[config.mk]
export PLATFORM = sky130hd
export DESIGN_NAME = jk_cmd_sequencer
export DESIGN_NICKNAME = d
export VERILOG_FILES = /design/src/rtl/jk_cmd_sequencer.sv
export SDC_FILE = /design/constraint.sdc
export NUM_CORES = 1
export LEC_CHECK = 0
export BUFFER_PORTS_ARGS = -buffer_cell sky130_fd_sc_hd__buf_2
export CAP_MARGIN = 20
export CORE_ASPECT_RATIO = 0.9
export CORE_UTILIZATION = 50
export DETAILED_ROUTE_END_ITERATION = 8
export HOLD_SLACK_MARGIN = 0.12
export PLACE_DENSITY = 0.79
export SLEW_MARGIN = 20
export SYNTH_ARGS = -nofsm -noshare
export SYNTH_HDL_FRONTEND = slang
export SYNTH_SLANG_ARGS = --single-unit
[constraint.sdc]
create_clock -name clk_i -period 5.13 [get_ports clk_i]
set_input_delay 0.2565 -clock clk_i [delete_from_list [all_inputs] [get_ports clk_i]]
set_output_delay 0.2565 -clock clk_i [all_outputs]
set_load 0.02 [all_outputs]
[src/rtl/jk_cmd_sequencer.sv]
// -----------------------------------------------------------------------------
// jk_cmd_sequencer
// Issues queued set/reset/toggle/hold commands to a master-slave JK flop stage
// and checks the flop's qn/qn_bar response against an internal model of Q.
//
// Each command: IDLE (pop) -> DRIVE (1 cycle on s/r) -> WAIT (SETTLE cycles,
// s=r=0) -> CHECK (sample qn/qn_bar, update model and counters) -> IDLE.
//
// Ports
//   clk_i         clock, all state on the rising edge
//   rst_n_i       synchronous active-low reset
//   cmd_valid_i   command present
//   cmd_i[1:0]    00 hold, 01 reset, 10 set, 11 toggle ({s,r})
//   cmd_ready_o   FIFO can accept (registered !full)
//   s_o, r_o      registered drive to the flop
//   qn_i          flop Q output
//   qn_bar_i      flop complementary output
//   busy_o        FSM not idle or FIFO not empty
//   done_o        one-cycle pulse per completed command
//   err_o         one-cycle pulse with done_o on a failed check
//   exp_q_o       model's expected Q
//   exp_known_o   model value is valid
//   cmd_cnt_o     completed commands, saturating
//   mis_cnt_o     failed checks, saturating
// -----------------------------------------------------------------------------
module jk_cmd_sequencer #(
   parameter int DEPTH  = 4,
   parameter int SETTLE = 1
) (
   input  logic       clk_i,
   input  logic       rst_n_i,
   input  logic       cmd_valid_i,
   input  logic [1:0] cmd_i,
   output logic       cmd_ready_o,
   output logic       s_o,
   output logic       r_o,
   input  logic       qn_i,
   input  logic       qn_bar_i,
   output logic       busy_o,
   output logic       done_o,
   output logic       err_o,
   output logic       exp_q_o,
   output logic       exp_known_o,
   output logic [7:0] cmd_cnt_o,
   output logic [7:0] mis_cnt_o
);

   localparam int AW = (DEPTH > 1) ? $clog2(DEPTH) : 1;
   localparam int CW = AW + 1;
   localparam logic [CW-1:0] DEPTH_C  = CW'(DEPTH);
   localparam logic [3:0]    SETTLE_C = 4'(SETTLE - 1);

   typedef enum logic [1:0] {
      ST_IDLE,
      ST_DRIVE,
      ST_WAIT,
      ST_CHECK
   } state_t;

   state_t          state_q, state_d;
   logic [3:0]      wait_cnt_q, wait_cnt_d;

   logic [1:0]      fifo_mem [DEPTH];
   logic [AW-1:0]   wr_ptr_q, rd_ptr_q;
   logic [CW-1:0]   count_q, count_d;
   logic            cmd_ready_q;
   logic            push, pop;

   logic [1:0]      cmd_q;      // command in flight, held until CHECK
   logic [1:0]      sr_q;       // {s,r} drive register
   logic            done_q, done_d;
   logic            err_q, err_d;
   logic            exp_q_q, exp_q_d;
   logic            exp_known_q, exp_known_d;
   logic [7:0]      cmd_cnt_q, cmd_cnt_d;
   logic [7:0]      mis_cnt_q, mis_cnt_d;

   // Model value after applying cmd_q, used for both the check and the update
   logic            model_q;
   logic            model_known;
   logic            fail;

   assign push = cmd_valid_i && cmd_ready_q;
   assign pop  = (state_q == ST_IDLE) && (count_q != '0);

   always_comb begin
      count_d = count_q;
      if (push && !pop) begin
         count_d = count_q + 1'b1;
      end else if (!push && pop) begin
         count_d = count_q - 1'b1;
      end
   end

   // Storage array: written on push only, no reset needed
   always_ff @(posedge clk_i) begin
      if (push) begin
         fifo_mem[wr_ptr_q] <= cmd_i;
      end
   end

   always_comb begin
      model_q     = exp_q_q;
      model_known = exp_known_q;
      case (cmd_q)
         2'b01: begin
            model_q     = 1'b0;
            model_known = 1'b1;
         end
         2'b10: begin
            model_q     = 1'b1;
            model_known = 1'b1;
         end
         2'b11: begin
            // Toggling an unknown value leaves it unknown
            if (exp_known_q) begin
               model_q = ~exp_q_q;
            end
         end
         default: ;
      endcase
      fail = (qn_bar_i == qn_i) || (model_known && (qn_i != model_q));
   end

   always_comb begin
      state_d     = state_q;
      wait_cnt_d  = wait_cnt_q;
      done_d      = 1'b0;
      err_d       = 1'b0;
      exp_q_d     = exp_q_q;
      exp_known_d = exp_known_q;
      cmd_cnt_d   = cmd_cnt_q;
      mis_cnt_d   = mis_cnt_q;
      case (state_q)
         ST_IDLE: begin
            if (pop) begin
               state_d = ST_DRIVE;
            end
         end
         ST_DRIVE: begin
            state_d    = ST_WAIT;
            wait_cnt_d = SETTLE_C;
         end
         ST_WAIT: begin
            if (wait_cnt_q == 4'd0) begin
               state_d = ST_CHECK;
            end else begin
               wait_cnt_d = wait_cnt_q - 4'd1;
            end
         end
         ST_CHECK: begin
            state_d     = ST_IDLE;
            done_d      = 1'b1;
            // The model follows the command, not the flop, even on failure
            exp_q_d     = model_q;
            exp_known_d = model_known;
            if (cmd_cnt_q != 8'hFF) begin
               cmd_cnt_d = cmd_cnt_q + 8'd1;
            end
            if (fail) begin
               err_d = 1'b1;
               if (mis_cnt_q != 8'hFF) begin
                  mis_cnt_d = mis_cnt_q + 8'd1;
               end
            end
         end
         default: state_d = ST_IDLE;
      endcase
   end

   always_ff @(posedge clk_i) begin
      if (!rst_n_i) begin
         state_q     <= ST_IDLE;
         wait_cnt_q  <= 4'd0;
         wr_ptr_q    <= '0;
         rd_ptr_q    <= '0;
         count_q     <= '0;
         cmd_ready_q <= 1'b0;
         cmd_q       <= 2'b00;
         sr_q        <= 2'b00;
         done_q      <= 1'b0;
         err_q       <= 1'b0;
         exp_q_q     <= 1'b0;
         exp_known_q <= 1'b0;
         cmd_cnt_q   <= 8'd0;
         mis_cnt_q   <= 8'd0;
      end else begin
         state_q     <= state_d;
         wait_cnt_q  <= wait_cnt_d;
         count_q     <= count_d;
         // Ready looks at next occupancy so a full FIFO never takes a push
         cmd_ready_q <= (count_d != DEPTH_C);
         if (push) begin
            wr_ptr_q <= wr_ptr_q + 1'b1;
         end
         if (pop) begin
            rd_ptr_q <= rd_ptr_q + 1'b1;
            cmd_q    <= fifo_mem[rd_ptr_q];
            sr_q     <= fifo_mem[rd_ptr_q];
         end else begin
            sr_q     <= 2'b00;
         end
         done_q      <= done_d;
         err_q       <= err_d;
         exp_q_q     <= exp_q_d;
         exp_known_q <= exp_known_d;
         cmd_cnt_q   <= cmd_cnt_d;
         mis_cnt_q   <= mis_cnt_d;
      end
   end

   assign cmd_ready_o = cmd_ready_q;
   assign s_o         = sr_q[1];
   assign r_o         = sr_q[0];
   assign busy_o      = (state_q != ST_IDLE) || (count_q != '0);
   assign done_o      = done_q;
   assign err_o       = err_q;
   assign exp_q_o     = exp_q_q;
   assign exp_known_o = exp_known_q;
   assign cmd_cnt_o   = cmd_cnt_q;
   assign mis_cnt_o   = mis_cnt_q;

endmodule

-- After elaboration in Yosys (flattened, before gate mapping)
Memory sizes are Yosys's and may differ from the RTL's. A register that Yosys moved wholly into a read port is not among the register bits.
Index checks and enable logic that the tools add are counted.
- divide/modulo/power cells: 0
- reductions and logical operators: 21
- $add $sub $neg: 7
- $lt $le $gt $ge: 0
- equal/unequal tests: 14
- bitwise gates (word level): 1
- multipliers: 0
- mux-type cells: 16
- shift-type cells: 0
- operators by type and width (cell ; count):
    8-bit by 1-bit adder with 8-bit output (second input constant) ; 2
    8-bit != test (second input constant) ; 2
    2-bit AND reduction ; 5
    2-bit equality test (second input constant) ; 4
    2-bit two-way mux ; 4
    2-bit one-hot mux with 4 select lines ; 1
    4-bit one-hot mux with 2 select lines ; 1
    1-bit two-way mux ; 6
    3-bit two-way mux ; 2
    2-bit != test (second input constant) ; 3
    1-bit logical AND ; 5
    2-bit by 1-bit adder with 2-bit output (second input constant) ; 2
    2-bit by 1-bit equality test with 1-bit output (second input constant) ; 2
    4-bit logical NOT ; 1
    4-bit two-way mux ; 1
    2-bit nonzero test ; 2
    4-bit by 1-bit subtractor with 4-bit output (second input constant) ; 1
    3-bit by 1-bit adder with 3-bit output (second input constant) ; 1
    3-bit != test (second input constant) ; 1
    1-bit one-hot mux with 3 select lines ; 1
    3-bit AND reduction ; 1
    3-bit nonzero test ; 1
    3-bit by 1-bit subtractor with 3-bit output (second input constant) ; 1
    1-bit logical NOT ; 2
    other kinds (6) ; 7
- bits in read-only memories: 0
- input port bits: 7
- output and inout bits: 24
- register bits: 38
- RAM bits: 8
- word-level logic and storage cells: 74
- memories kept: 1
- bits in latches: 0
- memories (name ; depth ; bits a word ; read ports ; clocked after Yosys merged registers in ; write ports ; RTL line ; text):
    fifo_mem ; 4 ; 2 ; 1 ; 1 ; 1 ; 63 ; logic [1:0] fifo_mem [DEPTH];

-- Longest topological paths before layout
Gate-level depths: netlist of run 1.
- depth in word-level cells: 7
- depth in mapped cells: 9
- gate-level depth less buffers: 8

-- Worst setup path before layout of run 1
Ideal clock, no wire load.
- path kind: flip-flop to flip-flop
- from: reg cmd_q[1] (read register of fifo_mem)
- to: reg mis_cnt_q[5] (netlist: mis_cnt_o[5])
- arrival: 1.894 ns
- library setup time: 0.070 ns
- path slack: 3.166 ns
- stages on the path, launching flop included: 9
- required time: 5.060 ns
- path buffers: 0
- cell sequence: dfxtp_1 inv_1 ha_1 o21a_1 nor2_1 o311ai_4 nand3_4 or4_1 a21oi_1
- word-level cells in the longest chain between the ends: 6
- elaborated cells on any way between the ends: 10
- those cells by class: eq/ne: 4; mux: 2; reduce/logical: 4
- RTL lines (item ; RTL line ; text):
    start, declared ; 69 ; logic [1:0] cmd_q;
    2-bit equality test or 2-bit by 1-bit equality test with 1-bit output (tied branches) ; 105 ; case (cmd_q)
    1-bit one-hot mux with 3 select lines or 2-bit OR reduction (tied branches) ; - ;
    1-bit != test or 1-bit two-way mux (tied branches) ; 122, 105 ;
    1-bit logical AND * ; 122 ; fail = (qn_bar_i == qn_i) || (model_known && (qn_i != model_q));
    1-bit logical OR * ; 122 ;
    3-bit AND reduction (no source line) * ; - ;
    end signal, assigned ; 208 ; mis_cnt_q <= mis_cnt_d;
    end, declared ; 76 ; logic [7:0] mis_cnt_q, mis_cnt_d;
Mark *: on every way between the ends. The rest lies on a longest branch, timed or not.
A chain may end at the register's enable or synchronous reset.

-- Worst setup path in the final report of run 1
Ends and elaborated chain as after synthesis.

==> qor.csv, run 1 <==
metric,value,unit
Setup Skew,0.00536,ns
Cell Int Power,0.688,mW
die width,72.6,microns
Overall Global Routing Usage,18.9,%
Synth Register Bits,48,
"count leader, synth",dfxtp_1,
relative slew slack,43.7,%
asr flop ratio synth,0,%
antenna violations before repair,0,
CTS tree,built,
Max VDD drop,352,uV
die height,65.6,microns
FILL cells,378,
PwrDens,416,mW/mm^2
Worst Path Max Fanout,10,
num rows,22,
Initial Util,53.6,%
GPL Wtd Cong,0.745,
CP Launch Type,flip-flop,
clk root buf,clkbuf_8,
TNS Setup,0,ns
Synth top cells by count,"dfxtp_1 (40), nor2_1 (27), nand2_1 (18), ha_1 (17)",
Combinational Power Share,34.1,%
Yosys cell types,42,
Worst Hold Depth,1,
"Max stage delay cell, worst path",or4_1,
diodes inserted,0,
worst hold slack,0.174,ns
CP Cell Sequence,"inv_1, ha_1, o21a_1, nor2_1, o311ai_4, nand3_4, or4_1, a21oi_1",
WL per Instance,12.0,microns
area of the multi-input gates,0.00114,sq mm
Final setup viols,0,
critical path type,reg2reg,
final period utilization,42.6,%
"Clk Latency, worst-skew pair",0.30,ns
status,"finished, final reports clean",
Pre-antenna DRT Iters,4,
Avg Inst Size Synth,9.68,sq um
vias in the first global route,1545,
pin count of the biggest net entering global routing,29,
main area contributors after synthesis,"dfxtp_1 (36%), edfxtp_1 (11%), ha_1 (9.5%), nor2_1 (4.5%), xnor2_1 (3.9%)",
P_sw,0.368,mW
most common flop cell mapped by yosys,dfxtp_1,
H-Tree Level Count,2,
CTS resizes,0,
Post-CTS Setup Bufs,0,
worst slew pin tran,0.844,ns
final core occ,60.6,%
Avg Vias per Cell,5.14,
register area share after synthesis,46.4,%
Die Area,0.00476,sq mm
clock share of power,20.1,%
"Hold Vio Cnt, Final",0,
max_cap viols,0,
"CTS clk-pin slew, worst paths",0.08,ns
CTS Sinks,48,
DP HPWL,2.82,mm
DR vias,1677,
Max Freq,457,MHz
Synth top area share,35.7,%
CP endpoint kind,flip-flop,
Final Cell Area,0.00254,sq mm
global-route wire length before repair,6.87,mm
Min-Delay Path Class,in2reg,
hold buffers post-CTS,0,
Routed Antenna Nets,0,
biggest area consumer among synthesized cells,dfxtp_1,
Mapped Cells,232,
Seq pwr share,45.8,%
drt total wl,3.90,mm
Synth Cell Area,0.00224,sq mm
"EDFF count, synth",8,
"Warnings, synthesis",0,
required time worst endpoint,5.35,ns
CTS Buffer Depth,2,
Syn Nets,256,
core area,0.00418,sq mm
Final #Nets,289,
Buffers on Ports,30,
share of post-route cells with drive strength above 1,16.5,%
Final Max Tran Viols,0,
Num CTS Buffers,5,
Reg area,0.00104,sq mm
synth-to-layout area growth,13.0,%
Period minus WS final,2.19,ns
placed cell areas,0.00245,sq mm
unrepaired setup endpoints after global routing,false,
Residual DRC,0,
IO Count,31,
LEAKAGE,1.05,nW
Switching Share,34.8,%
FF-to-FF path depth,8,
worst endpoint data arrival time,2.41,ns
GR Overflow Total,0,
DRT iter0 DRCs,55,
Critical Path Max Stage Delay,0.50,ns
[sequential cells by signal (all words and copies together), names as in the netlist, 3 cells and up, named ones only]
name and flops:
cmd_cnt_o 8, count_q 3, fifo_mem 8, mis_cnt_o 8
wait_cnt_q 4
[layout by cell type (no fill, tap or decap), types with 2 or more instances in the layout]
cell type | synthesis | layout
ha_1 | 17 | 17
nand4_1 | 2 | 2
dfxtp_1 | 40 | 40
nor3_1 | 2 | 2
nand2b_1 | 4 | 4
nand3_1 | 12 | 12
clkinv_2 | 0 | 2
xor2_1 | 6 | 6
and3_1 | 8 | 8
buf_2 | 0 | 30
clkbuf_8 | 0 | 5
nand2_1 | 18 | 18
o21ai_1 | 5 | 5
xnor2_1 | 10 | 10
and2_1 | 6 | 6
nor2b_1 | 2 | 2
a211oi_1 | 2 | 2
nand3b_1 | 2 | 2
or3_1 | 3 | 3
o21a_1 | 2 | 2
nor2_1 | 27 | 27
a21oi_1 | 13 | 13
edfxtp_1 | 8 | 8
mux4_2 | 2 | 2
o21ai_0 | 2 | 2
a31oi_1 | 2 | 2
mux2i_1 | 2 | 2
inv_1 | 13 | 13
o31ai_1 | 3 | 3
[power groups by stage]
stage / combinational, mW / sequential (mW) / clock [mW]
2_1_floorplan: 0.281 / 0.495 / 0
3_3_place_gp: 0.350 / 0.488 / 0
3_5_place_dp: 0.360 / 0.492 / 0
4_1_cts: 0.364 / 0.484 / 0.222
5_1_grt: 0.410 / 0.491 / 0.234
6_report: 0.360 / 0.483 / 0.212
[metal layers]
| layer | global-route usage, % | vias up | wire length [microns] |
|---|---|---|---|
| met3 | 5.21 | 7 | 172 |
| li1 | - | 868 | - |
| met1 | 25.6 | 774 | 1960 |
| met4 | 8.82 | 0 | 69 |
| met2 | 27.7 | 28 | 1700 |
| met5 | 0 | - | 0 |
[metrics by stage]
step,setup slack (ns),power (mW),instances
2_1_floorplan,3.17,0.776,232
3_3_place_gp,3.08,0.838,318
3_5_place_dp,2.99,0.852,318
4_1_cts,2.93,1.07,326
5_1_grt,2.84,1.13,326
6_report,2.94,1.06,326
[final timing paths]
check                               to                   from  slack [ns]
max reg2reg  mis_cnt_o[5]$_SDFFE_PN0P_  cmd_q[1]$_SDFFE_PN0N_        2.94
min           fifo_mem[0][1]$_DFFE_PP_               cmd_i[1]        0.17
min reg2reg      cmd_q[0]$_SDFFE_PN0N_  cmd_q[0]$_SDFFE_PN0N_        0.49
max          mis_cnt_o[5]$_SDFFE_PN0P_  cmd_q[1]$_SDFFE_PN0N_        2.94
[final cells by class]
class,count,share of cell area (%)
repair buffers,30,5.92
clock buffers,5,2.71
multi-input cells,167,44.9
clock inverters,3,0.542
flip-flops and latches,48,41.0
well taps,60,2.96
inverters,13,1.92
[cells by family (layout without fill, tap and decap cells)]
family          Yosys count  count (layout)  share of synthesized area, %
compound gates           36              36                          10.8
xor+xnor                 16              16                          6.24
fa+ha+maj                18              18                          9.92
buf+inv                  17              51                          2.84
flops                    48              48                          46.4
mux                       4               4                          2.90
simple gates             93              93                          21.0
[worst max-delay path, delay by kind of cell, from the launching register on]
kind                     cells  cell delay (ns)
flip-flops                   1             0.38
adder cells (fa/ha/maj)      1             0.30
AO/OA/AOI/OAI                3             0.61
AND/OR/NAND/NOR              3             0.74
buffers and inverters        1             0.06
(Power assumes the default switching activity.)
==> inputs of run 2 (changes only) <==
--- a/config.mk
+++ b/config.mk
@@ -11,7 +11,7 @@
 export CORE_UTILIZATION = 50
 export DETAILED_ROUTE_END_ITERATION = 8
 export HOLD_SLACK_MARGIN = 0.12
-export PLACE_DENSITY = 0.79
+export PLACE_DENSITY = 0.82
 export SLEW_MARGIN = 20
 export SYNTH_ARGS = -nofsm -noshare
 export SYNTH_HDL_FRONTEND = slang
==> constraint.sdc (replaced) <==
create_clock -name clk_i -period 1.9 [get_ports clk_i]
set_input_delay 0.095 -clock clk_i [delete_from_list [all_inputs] [get_ports clk_i]]
set_output_delay 0.095 -clock clk_i [all_outputs]
set_load 0.02 [all_outputs]
==> run 2 against run 1 <==
Net effect: combinational power rose to 3.4 times the previous value; total power rose to 3.2 times the previous value; final cell count up 5.2%; sequential share of layout area down 3.7 points; the flow now finishes with violations (setup timing); fmax up 14%; setup slack worse by 3.0 ns; non-clock buffer count up 17; core utilization up 6.3 points; clock skew about the same.
==> qor.csv, run 2 (synthesis gave the netlist of run 1 again) <==
metric,value,unit,change
CP Launch Type,flip-flop,,
worst hold slack,0.153,ns,-0.0209 ns
LEAKAGE,1.16,nW,+10%
WL per Instance,13.1,microns,+9.6%
final setup margin,-0.0121,ns,-2.95 ns
drt total wl,4.49,mm,+15%
max_cap viols,0,,unchanged
Initial Util,53.6,%,unchanged
antenna violations before repair,0,,unchanged
"Hold Vio Cnt, Final",0,,unchanged
H-Tree Level Count,2,,unchanged
TNS Setup,-0.0121,ns,-0.0121 ns
worst slew pin tran,0.330,ns,-0.514 ns
Final #Nets,306,,+5.9%
clk root buf,clkbuf_8,,
most frequent cells in the layout,"dfxtp_1 (36), buf_2 (30), nor2_1 (25)",,
Worst Path Max Fanout,7,,-3
"CTS clk-pin slew, worst paths",0.08,ns,about the same
die height,65.6,microns,unchanged
worst endpoint data arrival time,2.15,ns,-0.26 ns
Critical Path Max Stage Delay,0.43,ns,-0.07 ns
unrepaired setup endpoints after global routing,true,,
CTS tree,built,,
Routed Antenna Nets,0,,unchanged
Pre-antenna DRT Iters,4,,unchanged
Die Area,0.00476,sq mm,unchanged
Final setup viols,1,,+1
final period utilization,101,%,+58 points
global-route wire length before repair,7.24,mm,+5.4%
diodes inserted,0,,unchanged
Max VDD drop,850,uV,+140%
Buffers on Ports,30,,unchanged
Final Max Tran Viols,0,,unchanged
num rows,22,,unchanged
pre-CTS setup slack,-0.0206,ns,-3.01 ns
die width,72.6,microns,unchanged
vias in the first global route,1712,,+11%
violated checks,setup timing,,
Avg Vias per Cell,5.20,,+1.1%
core area,0.00418,sq mm,unchanged
"leading cell type in the layout, fill and taps excluded",dfxtp_1,,
GR Overflow Total,0,,unchanged
pin count of the biggest net entering global routing,16,,-45%
share of post-route cells with drive strength above 1,28.6,%,+12 points
CP endpoint kind,flip-flop,,
Overall Global Routing Usage,19.8,%,+0.98 points
Min-Delay Path Class,in2reg,,
DP HPWL,3.13,mm,+11%
critical path type,reg2reg,,
CTS Sinks,48,,unchanged
synth-to-layout area growth,24.7,%,
CP Cell Sequence,"inv_2, ha_4, o21a_1, nor2_2, o311ai_4, nand3_4, or4_4, a21oi_2",,
FILL cells,322,,-15%
status,"complete, but fails checks",,
Num CTS Buffers,5,,unchanged
CTS Buffer Depth,2,,unchanged
Cells after DPL,328,,+3.1%
"Clk Latency, worst-skew pair",0.30,ns,about the same
DRT iter0 DRCs,67,,+22%
required time worst endpoint,2.14,ns,-3.21 ns
Setup Skew,0.00584,ns,+0.000475 ns
relative slew slack,77.9,%,+34 points
PwrDens,1210,mW/mm^2,+190%
Max Freq,523,MHz,+14%
DR vias,1783,,+6.3%
IO Count,31,,unchanged
"Max stage delay cell, worst path",or4_4,,
GPL Wtd Cong,0.807,,+8.4%
Final Non-Filler Cells,343,,+5.2%
Residual DRC,0,,unchanged
Period minus WS final,1.91,ns,-0.275 ns
run 2: layout make-up:
class                           instances  area (sq um)  share of cell area, %
Timing Repair Buffer                   47           285                   10.2
Multi-Input combinational cell        167          1210                   43.3
Sequential cell                        48          1050                   37.4
Clock buffer                            6          72.6                   2.59
Tap cell                               60          75.1                   2.68
Inverter                               13          48.8                   1.74
Clock inverter                          2          60.1                   2.14
run 2: what timing repair did:
item                                    in CTS  in global routing
endpoints found under the setup margin       1                  6
gates cloned                                 0                  0
hold buffers                                 3                  0
pin swaps                                    3                  4
hold endpoints to repair                     9                  0
gates resized for setup                      1                 20
setup buffers                                4                  0
run 2: worst max-delay path: cells and delay by family (launching register included):
family,cells,cell delay (ns)
buffers and inverters,1,0.05
and+or+nand+nor,3,0.62
AOI/OAI and AO/OA,3,0.56
adders and majority gates,1,0.27
DFF,1,0.35
run 2: report_power, final:
group | total, mW | switching [mW] | internal, mW
clock | 0.852 | 0.326 | 0.526
sequential | 1.31 | 0.112 | 1.19
combinational | 1.23 | 0.644 | 0.581
total | 3.38 | 1.08 | 2.30
run 2: final timing paths:
check                              endpoint  slack [ns]                   from  depth (start not counted)
hold reg to reg       cmd_q[1]$_SDFFE_PN0N_        0.48  cmd_q[1]$_SDFFE_PN0N_                          2
setup reg to reg  mis_cnt_o[5]$_SDFFE_PN0P_       -0.01  cmd_q[1]$_SDFFE_PN0N_                          8
setup / recovery  mis_cnt_o[5]$_SDFFE_PN0P_       -0.01  cmd_q[1]$_SDFFE_PN0N_                          8
hold / removal    mis_cnt_o[6]$_SDFFE_PN0P_        0.15                rst_n_i                          3
run 2: per-layer routing:
layer	global-route usage, %	part of all wire [%]
met2	34.0	48
met1	23.9	46
met4	8.09	2.0
met3	4.60	3.8
met5	0	0
run 2: metrics by stage:
step | area (sq um) | utilization [%] | total power, mW
after global routing | 2800 | 66.9 | 3.58
after detailed placement | 2540 | 60.8 | 2.47
after global placement | 2540 | 60.8 | 2.41
final | 2800 | 66.9 | 3.38
after CTS | 2740 | 65.4 | 3.35
after floorplan | 2260 | - | 2.12
==> inputs of run 3 (changes only) <==
==> constraint.sdc (replaced) <==
create_clock -name clk_i -period 1.9 [get_ports clk_i]
set_input_delay 0.19 -clock clk_i [delete_from_list [all_inputs] [get_ports clk_i]]
set_output_delay 0.19 -clock clk_i [all_outputs]
set_load 0.02 [all_outputs]
==> run 3 against run 2 <==
Net effect: the run still ends with setup timing left; sequential power hardly changed; critical path depth stayed put; sequential cell count did not move; final area is 1.7% lower.
==> qor.csv, run 3 (synthesis gave the netlist of run 1 again) <==
metric,value,unit,change
"leading cell type in the layout, fill and taps excluded",dfxtp_1,,
Period minus WS final,1.98,ns,+0.0702 ns
drt total wl,4.45,mm,-1.0%
num rows,22,,unchanged
Worst Hold Depth,3,,unchanged
worst r2r src,cmd_q[0]$_SDFFE_PN0N_,,
P_sw,1.08,mW,+0.13%
worst slew pin tran,0.315,ns,-0.0153 ns
Top Family by Delay on Critical Path,simple AND/OR/NAND/NOR gates,,
Final setup viols,5,,+4
vias in the first global route,1701,,-0.64%
Critical Path Max Stage Delay,0.43,ns,about the same
Overall Global Routing Usage,19.8,%,about the same
Cells after DPL,328,,unchanged
Final Cell Area,0.00275,sq mm,-1.7%
"Hold Vio Cnt, Final",0,,unchanged
antenna violations before repair,0,,unchanged
Worst Path Max Fanout,8,,+1
H-Tree Level Count,2,,unchanged
die height,65.6,microns,unchanged
IO Count,31,,unchanged
Final #Nets,307,,+0.33%
Min-Delay Path Class,in2reg,,
relative slew slack,79.0,%,+1.0 points
Max Freq,504,MHz,-3.5%
required time worst endpoint,2.14,ns,about the same
reg-to-reg endpoint,mis_cnt_o[5]$_SDFFE_PN0P_,,
Max VDD drop,777,uV,-8.6%
Seq pwr share,41.6,%,+3.0 points
CTS Buffer Depth,2,,unchanged
worst endpoint data arrival time,2.23,ns,+0.08 ns
placed cell areas,0.00254,sq mm,unchanged
"CTS clk-pin slew, worst paths",0.09,ns,about the same
critical path type,reg2reg,,
violated checks,setup timing,,
hold_sp,cmd_valid_i,,
reg2reg setup slack,-0.08,ns,-0.07 ns
Num CTS Buffers,5,,unchanged
Combinational Power Share,39.6,%,+3.4 points
LEAKAGE,1.15,nW,-1.2%
Switching Share,34.5,%,+2.6 points
Reg area,0.00104,sq mm,-0.12%
Setup Skew,0.00616,ns,+0.000319 ns
WL per Instance,12.9,microns,-1.3%
worst hold slack,0.198,ns,+0.0455 ns
most frequent cells in the layout,"dfxtp_1 (37), buf_2 (30), nor2_1 (26)",,
CP Launch Type,flip-flop,,
share of post-route cells with drive strength above 1,27.5,%,-1.2 points
max_cap viols,0,,unchanged
clock share of power,18.8,%,-6.4 points
clk root buf,clkbuf_8,,
area of the multi-input gates,0.00121,sq mm,-0.52%
unrepaired setup endpoints after global routing,true,,
"Clk Latency, worst-skew pair",0.30,ns,about the same
CTS tree,built,,
GPL Wtd Cong,0.812,,+0.58%
die width,72.6,microns,unchanged
final setup margin,-0.0823,ns,-0.0702 ns
Initial Util,53.6,%,unchanged
status,"complete, but fails checks",,
Residual DRC,0,,unchanged
DRT iter0 DRCs,64,,-4.5%
final period utilization,104,%,+3.7 points
FF-to-FF path depth,8,,unchanged
core area,0.00418,sq mm,unchanged
PwrDens,1140,mW/mm^2,-5.7%
Final Max Tran Viols,0,,unchanged
DP HPWL,3.26,mm,+4.3%
DR vias,1793,,+0.56%
Final Power,3.14,mW,-7.3%
buffers and inverters on the worst path,1,,unchanged
GR Overflow Total,0,,unchanged
synth-to-layout area growth,22.6,%,
CP Cell Sequence,"inv_4, ha_4, o21a_1, nor2_2, o311ai_4, nand3_4, or4_4, a21oi_2",,
global-route wire length before repair,7.33,mm,+1.2%
Hold Path End,wr_ptr_q[1]$_SDFFE_PN0P_,,
Pre-antenna DRT Iters,4,,unchanged
Routed Antenna Nets,0,,unchanged
Buffers on Ports,30,,unchanged
Cell Int Power,2.05,mW,-11%
Final Non-Filler Cells,344,,+0.29%
CTS Sinks,48,,unchanged
CP endpoint kind,flip-flop,,
diodes inserted,0,,unchanged
pin count of the biggest net entering global routing,16,,unchanged
Avg Vias per Cell,5.21,,+0.27%
Die Area,0.00476,sq mm,unchanged
"Max stage delay cell, worst path",or4_4,,
FILL cells,340,,+5.6%
-- run 3: timing repair --
item / in CTS / in global routing
pin swaps: 2 / 7
resized for setup: 3 / 16
hold buffers: 2 / 0
endpoints found under the setup margin: 2 / 7
endpoints found under the hold margin: 8 / 0
setup buffers: 2 / 4
-- run 3: routing by layer --
layer  global-route usage, %  vias up  routed length [microns]
met5                       0        -                        0
met4                    4.66        0                       37
li1                        -      900                        -
met3                    5.52        5                      157
met2                    35.4       27                     2290
met1                    23.5      861                     1970
-- run 3: worst register-to-register path: cells and delay by family (launching register included) --
| family | cells | cell delay (ns) |
|---|---|---|
| buffers and inverters | 1 | 0.04 |
| and+or+nand+nor | 3 | 0.64 |
| AOI/OAI and AO/OA | 3 | 0.62 |
| adders and majority gates | 1 | 0.26 |
| DFF | 1 | 0.36 |
-- run 3: final cells by class --
cell class,count,share of cell area [%]
clock buffers,6,2.64
flip-flops and latches,48,38.0
clock inverters,2,0.455
inverters,13,1.86
multi-input cells,167,43.8
repair buffers,48,10.5
well taps,60,2.73
-- run 3: how the worst max path moves through the flow --
stage | start | endpoint | slack, ns | depth (start not counted)
after floorplan | cmd_q[1]$_SDFFE_PN0N_ | mis_cnt_o[5]$_SDFFE_PN0P_ | 0.01 | 8
after global placement | cmd_q[1]$_SDFFE_PN0N_ | mis_cnt_o[5]$_SDFFE_PN0P_ | 0.02 | 8
after detailed placement | cmd_q[1]$_SDFFE_PN0N_ | mis_cnt_o[5]$_SDFFE_PN0P_ | -0.03 | 8
after CTS | cmd_q[0]$_SDFFE_PN0N_ | mis_cnt_o[5]$_SDFFE_PN0P_ | -0.02 | 8
after global routing | cmd_q[1]$_SDFFE_PN0N_ | mis_cnt_o[5]$_SDFFE_PN0P_ | -0.17 | 9
final | cmd_q[0]$_SDFFE_PN0N_ | mis_cnt_o[5]$_SDFFE_PN0P_ | -0.08 | 8
-- run 3: power groups by stage --
stage | Sequential [mW] | Clock, mW | Combinational (mW)
finish | 1.31 | 0.589 | 1.24
global route | 1.33 | 0.647 | 1.40
CTS | 1.30 | 0.610 | 1.18
detailed placement | 1.32 | 0 | 1.15
global placement | 1.31 | 0 | 1.10
floorplan | 1.34 | 0 | 0.781
-- run 3: per-stage QoR --
step | setup slack [ns] | TNS, ns | utilization (%)
floorplan | 0.0115 | 0 | -
global placement | 0.0166 | 0 | 60.8
detailed placement | -0.0317 | -0.0317 | 60.8
CTS | -0.0159 | -0.0159 | 64.0
global route | -0.165 | -0.744 | 65.8
finish | -0.0823 | -0.222 | 65.8
